File: src/rtl/bcci_cfg_pkg.sv
// bcci_cfg_pkg: bcci_ip CRF register map, sequencer states and error codes
package bcci_cfg_pkg;
  localparam logic [7:0] CTRL_OFS   = 8'h00;
  localparam logic [7:0] SRC_W_OFS  = 8'h04;
  localparam logic [7:0] SRC_H_OFS  = 8'h08;
  localparam logic [7:0] DST_W_OFS  = 8'h0C;
  localparam logic [7:0] DST_H_OFS  = 8'h10;
  localparam logic [7:0] STATUS_OFS = 8'h14;
  localparam int START_BIT = 0;
  localparam int DONE_BIT  = 0;
  localparam logic [1:0] ERR_NONE    = 2'd0;
  localparam logic [1:0] ERR_BRESP   = 2'd1;
  localparam logic [1:0] ERR_RD      = 2'd2;
  localparam logic [1:0] ERR_TIMEOUT = 2'd3;
  typedef enum logic [2:0] {
    S_IDLE, S_WR_REQ, S_WR_RESP, S_WAIT_IRQ, S_RD_REQ, S_RD_RESP, S_DONE, S_ERR
  } state_t;
  // write program: 0..3 dimensions, 4 START, 5 STATUS clear
  function automatic logic [7:0] wr_ofs(input logic [2:0] idx);
    return idx == 3'd0 ? SRC_W_OFS : idx == 3'd1 ? SRC_H_OFS :
           idx == 3'd2 ? DST_W_OFS : idx == 3'd3 ? DST_H_OFS :
           idx == 3'd4 ? CTRL_OFS  : STATUS_OFS;
  endfunction
endpackage

File: src/rtl/bcci_cfg_seq.sv
// bcci_cfg_seq: AXI4-Lite master that programs the bcci_ip CRF for one frame and waits for completion
module bcci_cfg_seq
  import bcci_cfg_pkg::*;
#(
  parameter int AXI_ADDR_WIDTH = 32,
  parameter int AXI_DATA_WIDTH = 32,
  parameter int SRC_IMG_WIDTH  = 960,
  parameter int SRC_IMG_HEIGHT = 540,
  parameter int DST_IMG_WIDTH  = 3840,
  parameter int DST_IMG_HEIGHT = 2160,
  parameter int TIMEOUT_CYCLES = 2**24
) (
  input  logic                        clk,
  input  logic                        rst,
  input  logic                        start_i,
  output logic                        busy_o,
  output logic                        done_o,
  output logic                        err_o,
  output logic [1:0]                  err_code_o,
  output logic [15:0]                 frame_cnt_o,
  input  logic                        interrupt_updone,
  output logic                        m_axi_awvalid,
  output logic [AXI_ADDR_WIDTH-1:0]   m_axi_awaddr,
  output logic [2:0]                  m_axi_awprot,
  input  logic                        m_axi_awready,
  output logic                        m_axi_wvalid,
  output logic [AXI_DATA_WIDTH-1:0]   m_axi_wdata,
  output logic [AXI_DATA_WIDTH/8-1:0] m_axi_wstrb,
  input  logic                        m_axi_wready,
  input  logic                        m_axi_bvalid,
  input  logic [1:0]                  m_axi_bresp,
  output logic                        m_axi_bready,
  output logic                        m_axi_arvalid,
  output logic [AXI_ADDR_WIDTH-1:0]   m_axi_araddr,
  output logic [2:0]                  m_axi_arprot,
  input  logic                        m_axi_arready,
  input  logic                        m_axi_rvalid,
  input  logic [AXI_DATA_WIDTH-1:0]   m_axi_rdata,
  input  logic [1:0]                  m_axi_rresp,
  output logic                        m_axi_rready
);
  localparam int TW = TIMEOUT_CYCLES > 2 ? $clog2(TIMEOUT_CYCLES) : 1;
  state_t                    r_state;
  logic [2:0]                r_idx;
  logic [TW-1:0]             r_tcnt;
  logic [15:0]               r_frame_cnt;
  logic                      r_busy, r_done, r_err;
  logic [1:0]                r_err_code;
  logic                      r_awvalid, r_wvalid, r_bready, r_arvalid, r_rready;
  logic [AXI_ADDR_WIDTH-1:0] r_awaddr, r_araddr;
  logic [AXI_DATA_WIDTH-1:0] r_wdata;
  logic                      w_aw_ok, w_w_ok, w_load, w_rd_ok;
  logic [2:0]                w_ld_idx;
  logic [AXI_DATA_WIDTH-1:0] w_ld_data;
  logic                      w_unused;
  // a channel is finished once its valid has dropped or it handshakes this cycle
  assign w_aw_ok  = !r_awvalid || m_axi_awready;
  assign w_w_ok   = !r_wvalid || m_axi_wready;
  assign w_rd_ok  = m_axi_rresp == 2'b00 && m_axi_rdata[DONE_BIT];
  assign w_load   = (r_state == S_IDLE && start_i) ||
                    (r_state == S_WR_RESP && m_axi_bvalid && m_axi_bresp == 2'b00 && r_idx < 3'd4) ||
                    (r_state == S_RD_RESP && m_axi_rvalid && w_rd_ok);
  assign w_ld_idx = r_state == S_IDLE ? 3'd0 : r_state == S_RD_RESP ? 3'd5 : r_idx + 3'd1;
  assign w_ld_data = w_ld_idx == 3'd0 ? AXI_DATA_WIDTH'(SRC_IMG_WIDTH) :
                     w_ld_idx == 3'd1 ? AXI_DATA_WIDTH'(SRC_IMG_HEIGHT) :
                     w_ld_idx == 3'd2 ? AXI_DATA_WIDTH'(DST_IMG_WIDTH) :
                     w_ld_idx == 3'd3 ? AXI_DATA_WIDTH'(DST_IMG_HEIGHT) :
                     w_ld_idx == 3'd4 ? AXI_DATA_WIDTH'(1) << START_BIT : AXI_DATA_WIDTH'(1) << DONE_BIT;
  assign w_unused = ^m_axi_rdata;
  always_ff @(posedge clk or posedge rst) begin
    if (rst) begin
      r_state     <= S_IDLE;
      r_idx       <= '0;
      r_tcnt      <= '0;
      r_frame_cnt <= '0;
      r_busy      <= 1'b0;
      r_done      <= 1'b0;
      r_err       <= 1'b0;
      r_err_code  <= ERR_NONE;
      r_awvalid   <= 1'b0;
      r_wvalid    <= 1'b0;
      r_bready    <= 1'b0;
      r_arvalid   <= 1'b0;
      r_rready    <= 1'b0;
      r_awaddr    <= '0;
      r_araddr    <= '0;
      r_wdata     <= '0;
    end else begin
      r_done <= 1'b0;
      case (r_state)
        S_IDLE: if (start_i) begin
          r_state    <= S_WR_REQ;
          r_busy     <= 1'b1;
          r_err      <= 1'b0;
          r_err_code <= ERR_NONE;
        end
        S_WR_REQ: begin
          if (m_axi_awready) r_awvalid <= 1'b0;
          if (m_axi_wready) r_wvalid <= 1'b0;
          if (w_aw_ok && w_w_ok) begin
            r_state  <= S_WR_RESP;
            r_bready <= 1'b1;
          end
        end
        S_WR_RESP: if (m_axi_bvalid) begin
          r_bready <= 1'b0;
          if (m_axi_bresp != 2'b00) begin
            r_state    <= S_ERR;
            r_err      <= 1'b1;
            r_err_code <= ERR_BRESP;
          end else if (r_idx < 3'd4) r_state <= S_WR_REQ;
          else if (r_idx == 3'd4) begin
            r_state <= S_WAIT_IRQ;
            r_tcnt  <= '0;
          end else begin
            r_state     <= S_DONE;
            r_done      <= 1'b1;
            r_frame_cnt <= r_frame_cnt + 16'd1;
          end
        end
        S_WAIT_IRQ: if (interrupt_updone) begin
          r_state   <= S_RD_REQ;
          r_arvalid <= 1'b1;
          r_araddr  <= AXI_ADDR_WIDTH'(STATUS_OFS);
        end else if (r_tcnt == TW'(TIMEOUT_CYCLES - 1)) begin
          r_state    <= S_ERR;
          r_err      <= 1'b1;
          r_err_code <= ERR_TIMEOUT;
        end else r_tcnt <= r_tcnt + 1'b1;
        S_RD_REQ: if (m_axi_arready) begin
          r_state   <= S_RD_RESP;
          r_arvalid <= 1'b0;
          r_rready  <= 1'b1;
        end
        S_RD_RESP: if (m_axi_rvalid) begin
          r_rready <= 1'b0;
          r_state  <= w_rd_ok ? S_WR_REQ : S_ERR;
          if (!w_rd_ok) begin
            r_err      <= 1'b1;
            r_err_code <= ERR_RD;
          end
        end
        default: begin
          r_state <= S_IDLE;
          r_busy  <= 1'b0;
        end
      endcase
      if (w_load) begin
        r_idx     <= w_ld_idx;
        r_awvalid <= 1'b1;
        r_wvalid  <= 1'b1;
        r_awaddr  <= AXI_ADDR_WIDTH'(wr_ofs(w_ld_idx));
        r_wdata   <= w_ld_data;
      end
    end
  end
  assign busy_o        = r_busy;
  assign done_o        = r_done;
  assign err_o         = r_err;
  assign err_code_o    = r_err_code;
  assign frame_cnt_o   = r_frame_cnt;
  assign m_axi_awvalid = r_awvalid;
  assign m_axi_awaddr  = r_awaddr;
  assign m_axi_awprot  = 3'b000;
  assign m_axi_wvalid  = r_wvalid;
  assign m_axi_wdata   = r_wdata;
  assign m_axi_wstrb   = '1;
  assign m_axi_bready  = r_bready;
  assign m_axi_arvalid = r_arvalid;
  assign m_axi_araddr  = r_araddr;
  assign m_axi_arprot  = 3'b000;
  assign m_axi_rready  = r_rready;
endmodule

File: config.mk
export PLATFORM = sky130hd
export DESIGN_NAME = bcci_cfg_seq
export DESIGN_NICKNAME = d
export VERILOG_FILES = /design/src/rtl/bcci_cfg_pkg.sv /design/src/rtl/bcci_cfg_seq.sv
export SDC_FILE = /design/constraint.sdc
export NUM_CORES = 1
export LEC_CHECK = 0
export BUFFER_PORTS_ARGS = -buffer_cell sky130_fd_sc_hd__buf_2
export CAP_MARGIN = 20
export CORE_MARGIN = 2
export CORE_UTILIZATION = 28
export CTS_CLUSTER_DIAMETER = 150
export CTS_CLUSTER_SIZE = 16
export DETAILED_ROUTE_END_ITERATION = 12
export PLACE_DENSITY = 0.48
export SLEW_MARGIN = 20
export SYNTH_ARGS = -nofsm -noshare
export SYNTH_HDL_FRONTEND = slang
export SYNTH_SLANG_ARGS = --single-unit
File: constraint.sdc
create_clock -name clk -period 2.7 [get_ports clk]
set_input_delay 0.405 -clock clk [delete_from_list [all_inputs] [get_ports clk]]
set_output_delay 0.405 -clock clk [all_outputs]
set_load 0.03 [all_outputs]
=== After elaboration in Yosys (flattened, before gate mapping) ===
Index checks and enable logic that the tools add are counted.

* Output and inout bits: 132
* Register bits: 97
* Logic and storage cells: 157

* Equal/unequal tests: 26
* Magnitude comparators: 1
* Add/sub/neg operators: 3
* Multiplexer cells: 68
* Reductions and logical operators: 39
* Bitwise gates (word level): 4

{| class="wikitable"
|+ Operators with widths
! operator !! count
|-
| 24-bit two-way mux || 6
|-
| 12-bit two-way mux || 4
|-
| 24-bit case mux with 2 select lines || 1
|-
| 3-bit two-way mux || 13
|-
| 1-bit two-way mux || 25
|-
| 5-bit two-way mux || 5
|-
| 24-bit by 1-bit adder with 24-bit output, second input constant || 1
|-
| 24-bit equality test, second input constant || 1
|-
| 2-bit != test, second input constant || 12
|-
| 3-bit case mux with 6 select lines || 1
|-
| 16-bit by 1-bit adder with 16-bit output, second input constant || 1
|-
| 2-bit nonzero test || 8
|-
| 2-bit two-way mux || 7
|-
| 3-bit by 2-bit equality test with 1-bit output, second input constant || 4
|-
| 3-bit equality test, second input constant || 4
|-
| 3-bit AND reduction || 3
|-
| 1-bit logical AND || 8
|-
| 1-bit case mux with 2 select lines || 4
|-
| 2-bit case mux with 4 select lines || 1
|-
| 2-bit AND reduction || 4
|-
| 8-bit AND reduction || 1
|-
| 7-bit AND reduction || 1
|-
| 3-bit by 1-bit equality test with 1-bit output, second input constant || 2
|-
| 3-bit zero test || 2
|-
| other kinds (13) || 22
|}

=== Longest topological paths before layout ===
* Depth in word-level cells: 9
* Mapped depth: 9

=== Least setup slack after synthesis ===
Ideal clock, no wire load.

* Path kind: reg2reg
* Start: register r_tcnt[16]
* End: register r_tcnt[14]
* Buffers on the path: 2
* Setup time: 0.087 ns
* Data required time: 2.613 ns
* Slack: 0.735 ns
* Period minus slack after synthesis: 1.965 ns
* Cell stages (with the launch flop): 8
* Data arrival time: 1.879 ns
* Cell sequence: dfrtp_1 > and3_1 > buf_6 > and3_4 > buf_6 > a211o_4 > or4_1 > o211ai_1

* Longest elaborated chain between the ends: 3

{| class="wikitable"
|+ Ends and longest elaborated chain
! element !! RTL line !! RTL
|-
| from (decl) || bcci_cfg_seq.sv:45 || <nowiki>logic [TW-1:0] r_tcnt;</nowiki>
|-
| from (signal assigned) || bcci_cfg_seq.sv:129 || <nowiki>end else r_tcnt <= r_tcnt + 1'b1;</nowiki>
|-
| 24-bit equality test || bcci_cfg_seq.sv:125 || <nowiki>end else if (r_tcnt == TW'(TIMEOUT_CYCLES - 1)) begin</nowiki>
|-
| 2-bit != test (no line) || n/a ||
|-
| 7-bit AND reduction (no line) || n/a ||
|}

Every way passes these cells.
A chain may end at the register's enable or synchronous reset.

=== Final worst setup path ===
* Start: register r_tcnt[0]
* End: register r_tcnt[23]

* Longest elaborated chain between the ends: 4

{| class="wikitable"
|+ Ends and longest elaborated chain
! element !! RTL line !! RTL
|-
| 24-bit by 1-bit adder with 24-bit output || bcci_cfg_seq.sv:129 ||
|-
| 24-bit two-way mux || bcci_cfg_seq.sv:125 ||
|-
| 24-bit two-way mux || bcci_cfg_seq.sv:121 || <nowiki>S_WAIT_IRQ: if (interrupt_updone) begin</nowiki>
|-
| 24-bit case mux with 2 select lines || bcci_cfg_seq.sv:90 || <nowiki>case (r_state)</nowiki>
|}

Parallel ways exist; a longest one is shown, timed or not. The select of a mux whose other input is x is not followed.

==> results by stage <==
Status:
- The run finished with clean final reports.

Timing:
- In this run the tightest slew margin relative to its limit is about a third.
- The number of slew-limit violations in the final report is 0.
- The count of endpoints failing setup in the final report is 0.
- The routed design could run at a clock period as short as roughly 2.4 ns.
- The final-report hold violation count is 0.
- Across all setup checks in the final design, the least slack found is about 0.32 ns.
- The setup clock skew after layout is 0.00653 ns.
- The actual slew at the worst max-slew pin is 0.992 ns.
- Of the available clock period, the critical path in the final layout requires roughly 90%.
- For this run, the top clock speed supported by timing is 0.421 GHz.
- Setup repair after global routing left no endpoint under its margin.
- For the final routed database, the setup TNS stands at 0 ns.

Detailed routing:
- The per-cell via count in the routed design is around 4.5.
- After detailed routing, the number of remaining DRC violations is 0.
- Wires add up to approximately 10 mm.
- In the final routed layout, each cell accounts on average for about 13 µm.
- The violation count after the first detailed-routing iteration is approximately 230.
- Once detail routing completed, the nets flagged for antenna violations numbered 0.
- The first-pass iteration count of the detailed router is 4.
- Detailed routing inserted a total of 3477 vias.

Critical path:
- For this design, the slowest cell found on the critical path is sky130_fd_sc_hd__a21oi_1.
- The number of cells on the worst reg-to-reg path is 7.
- The startpoint identified for the worst register-to-register timing path is r_tcnt[0].
- The startpoint type of the worst setup path is a flop.
- The signal arrival time at the worst endpoint is approximately 2.6 ns.
- Walking the worst path, the cells encountered are ha_1 > nand3_1 > nor4_1 > buf_4 > a21oi_1 > a41oi_1 > a31oi_1.
- The startpoint-to-endpoint class of the critical path is flop to flop.
- The delay contributed by the slowest stage of the critical path is roughly 0.77 ns.
- The critical path launch point is r_tcnt[0].
- The worst setup path is captured at a flop.
- In this run the worst path has a maximum fanout of 13.
- The required time at the worst-slack endpoint is a little under 3 ns.

Clocking:
- The clock tree root buffer cell is sky130_fd_sc_hd__clkbuf_16.
- The later pin in the worst-skew pair is clocked with a latency of 0.33 ns.
- The number of buffers on the longest clock path is 2.
- The number of hold buffers added after CTS is 0.
- Once the clock tree was built, the setup fixing pass inserted 0 buffers.
- The number of resized instances in the post-cts repair step is 0.
- TritonCTS built the clock tree.
- For this design, the sink count on the clock tree is 70.
- The clock-pin slew reported for the worst setup and hold paths after clock tree synthesis is roughly 0.060 ns.
- The H-tree depth is 3.
- The number of CTS-inserted buffers is 9.

Floorplan:
- The area of the core is about 15000 µm².
- The die is roughly 130 µm wide.
- In this run the vertical extent of the chip is roughly 130 µm.
- The total die area is between 15000 and 20000 µm².
- The number of rows created at floorplan is 45.
- The starting utilization of the core area is approximately 29%.
- The top-level port count is about 180.

Logic synthesis:
- The post-synthesis instance area is roughly 4400 µm².
- By count the netlist is led by sky130_fd_sc_hd__buf_4, sky130_fd_sc_hd__dfrtp_1, sky130_fd_sc_hd__nand2_1.
- The dominant register cell in the synthesized netlist is sky130_fd_sc_hd__dfrtp_1.
- Yosys attributes the largest share of cell area to sky130_fd_sc_hd__dfrtp_1, sky130_fd_sc_hd__buf_4, sky130_fd_sc_hd__nand2_1.
- The most used standard cell by instance count after synthesis is sky130_fd_sc_hd__buf_4.
- The cell accounting for the most synthesized area is sky130_fd_sc_hd__dfrtp_1.
- The fraction of synthesis flops using an asynchronous set or reset pin is 100%.
- The top-area cell type share of the netlist area is between 30% and 40%.
- The count of synthesis-stage warnings from yosys is 0.
- The part of the Yosys area used for sequential elements is around two fifths.
- The synthesized design contains 70 register bits.
- The cell count after synthesis is roughly 500.
- Yosys mapped a number of flops with a built-in enable equal to 0.
- The distinct cell type count of the synthesized netlist is 63.
- Averaged over all synthesized cells, the footprint is 8.96 µm².

Cells and area:
- The sequential cells in the finished layout cover a total of 1750 µm².
- The number of diodes is 0.
- The core occupancy in the finished layout is roughly a third.
- The filler cell count in the final layout is around 1.7k.
- The fraction of final layout cells sized beyond drive strength 1 is 19.0%.
- Summing all non-filler instances in the final layout gives an area of around 5000 µm².
- Summing all multi-input logic gate instances after layout gives between 2000 and 2500 µm².
- The net total in the final layout is approximately 600.
- The synthesis-to-finish area growth is 11.8%.

Power and ir drop:
- Across the VDD grid, the largest voltage drop is 0.342 mV.
- For this design the ratio of total power to cell area is slightly below 1000 nW/µm².
- In this run the static leakage power is ~2.4 nW.

Min path:
- The path class of the tightest hold or removal check is input pin to asynchronous set/reset pin.

Global routing:
- The first global-routing pass estimated about 16 mm of wire.
- The initial antenna violation count is 0.
- Across every metal layer, demand over resource in global routing totals 11.8%.
- The aggregate global routing overflow is 0.
- The pin count of the biggest net entering global routing is 49.
- The number of global-route vias before repair came to 3160.

Placement:
- The final HPWL from detailed placement is 7.21 mm.
- During placement, the flow inserted port buffers numbering 55.
- The congestion estimate from routability-driven global placement came to 0.779.
- The instance area at placement is approximately 4600 µm².
- At the placement stage, the worst setup path has a slack of around 0.18 ns.

Flow run:
- The number of maximum-capacitance violations is 0.
==> stage by stage <==
step	power [mW]	hold WS [ns]	cells
after floorplan	3.27	0.444	580
after global placement	3.73	0.453	754
after detailed placement	3.75	0.457	754
after CTS	4.91	0.128	770
after global routing	5.23	0.150	770
final	4.86	0.109	770
==> routing by layer <==
metal,global-route usage (%),up-vias,part of all wire [%]
li1,-,1677,-
met5,0,-,0
met1,15.7,1675,47
met4,4.74,0,1.6
met3,2.77,15,5.4
met2,18.5,110,46
==> area by class of cell <==
cell class                      instances  share of cell area (%)
Multi-Input combinational cell        379                    43.1
Sequential cell                        70                    35.5
Timing Repair Buffer                   73                    8.58
Tap cell                              211                    5.35
Clock buffer                           12                    5.20
Inverter                               21                    1.60
Clock inverter                          4                   0.634
==> cells in the final DEF (no fill, tap or decap), drive strengths merged, types with 2 or more instances in the layout <==
master  synthesis  routed
conb            2      90
buf           102      73
dfrtp          70      70
nand2          52      52
o21ai          34      34
a21oi          23      23
nor2           22      22
inv            21      21
nand3          14      14
a31oi          13      13
xor2           12      12
clkbuf          8      12
nand4          10      10
and3           10      10
o31ai           8       8
o211ai          7       7
xnor2           6       6
nor2b           5       5
or4             5       5
mux2            4       4
nor4            4       4
a41oi           4       4
ha              4       4
nor3b           4       4
and4            4       4
or3             4       4
clkinv          0       4
nor3            3       3
nand2b          3       3
a21o            3       3
o21a            3       3
o31a            3       3
mux2i           2       2
or2             2       2
o41ai           2       2
and2            2       2
a211o           2       2
==> state kept, by name (all words and copies together), names as in the netlist <==
| signal | count |
|---|---|
| err_o | 1 |
| frame_cnt_o | 16 |
| m_axi_rready | 1 |
| m_axi_awvalid | 1 |
| done_o | 1 |
| m_axi_wdata | 10 |
| m_axi_awaddr | 3 |
| m_axi_bready | 1 |
| err_code_o | 2 |
| r_state | 3 |
| r_tcnt | 24 |
| m_axi_araddr | 1 |
| r_idx | 3 |
| m_axi_arvalid | 1 |
| m_axi_wvalid | 1 |
| busy_o | 1 |
==> final timing paths <==
| path | end | slack [ns] |
|---|---|---|
| min in group clk | m_axi_arvalid | 0.38 |
| max in group asynchronous | r_state[0] | 1.94 |
| worst max register to register | r_tcnt[23] | 0.32 |
| worst min register to register | frame_cnt_o[15] | 0.46 |
| worst min-delay path | r_idx[2] | 0.11 |
| worst max-delay path | r_tcnt[23] | 0.32 |
==> kinds of logic after synthesis <==
family / Yosys count / share of synthesized area, %
and+or+nand+nor: 148 / 17.8
buffers and inverters: 131 / 19.7
AOI/OAI and AO/OA: 113 / 16.5
DFF: 70 / 39.7
xor gates and xnor gates: 18 / 3.57
muxes: 6 / 1.48
adders and majority gates: 4 / 1.13
other: 2 / 0.170
==> where the power goes <==
group | leakage, nW | internal (mW) | switching (mW)
Clock | 0.143 | 0.675 | 0.450
Sequential | 0.894 | 1.35 | 0.301
Combinational | 1.37 | 0.702 | 1.39
==> worst max-delay path, delay by kind of cell, from the launching register on <==
family	cells	cell delay, ns
adder cells (fa/ha/maj)	1	0.26
AND/OR/NAND/NOR	2	0.23
AO/OA/AOI/OAI	3	1.17
flip-flops	1	0.44
buffers and inverters	1	0.18
No activity file was read; power rests on OpenSTA's default activity.
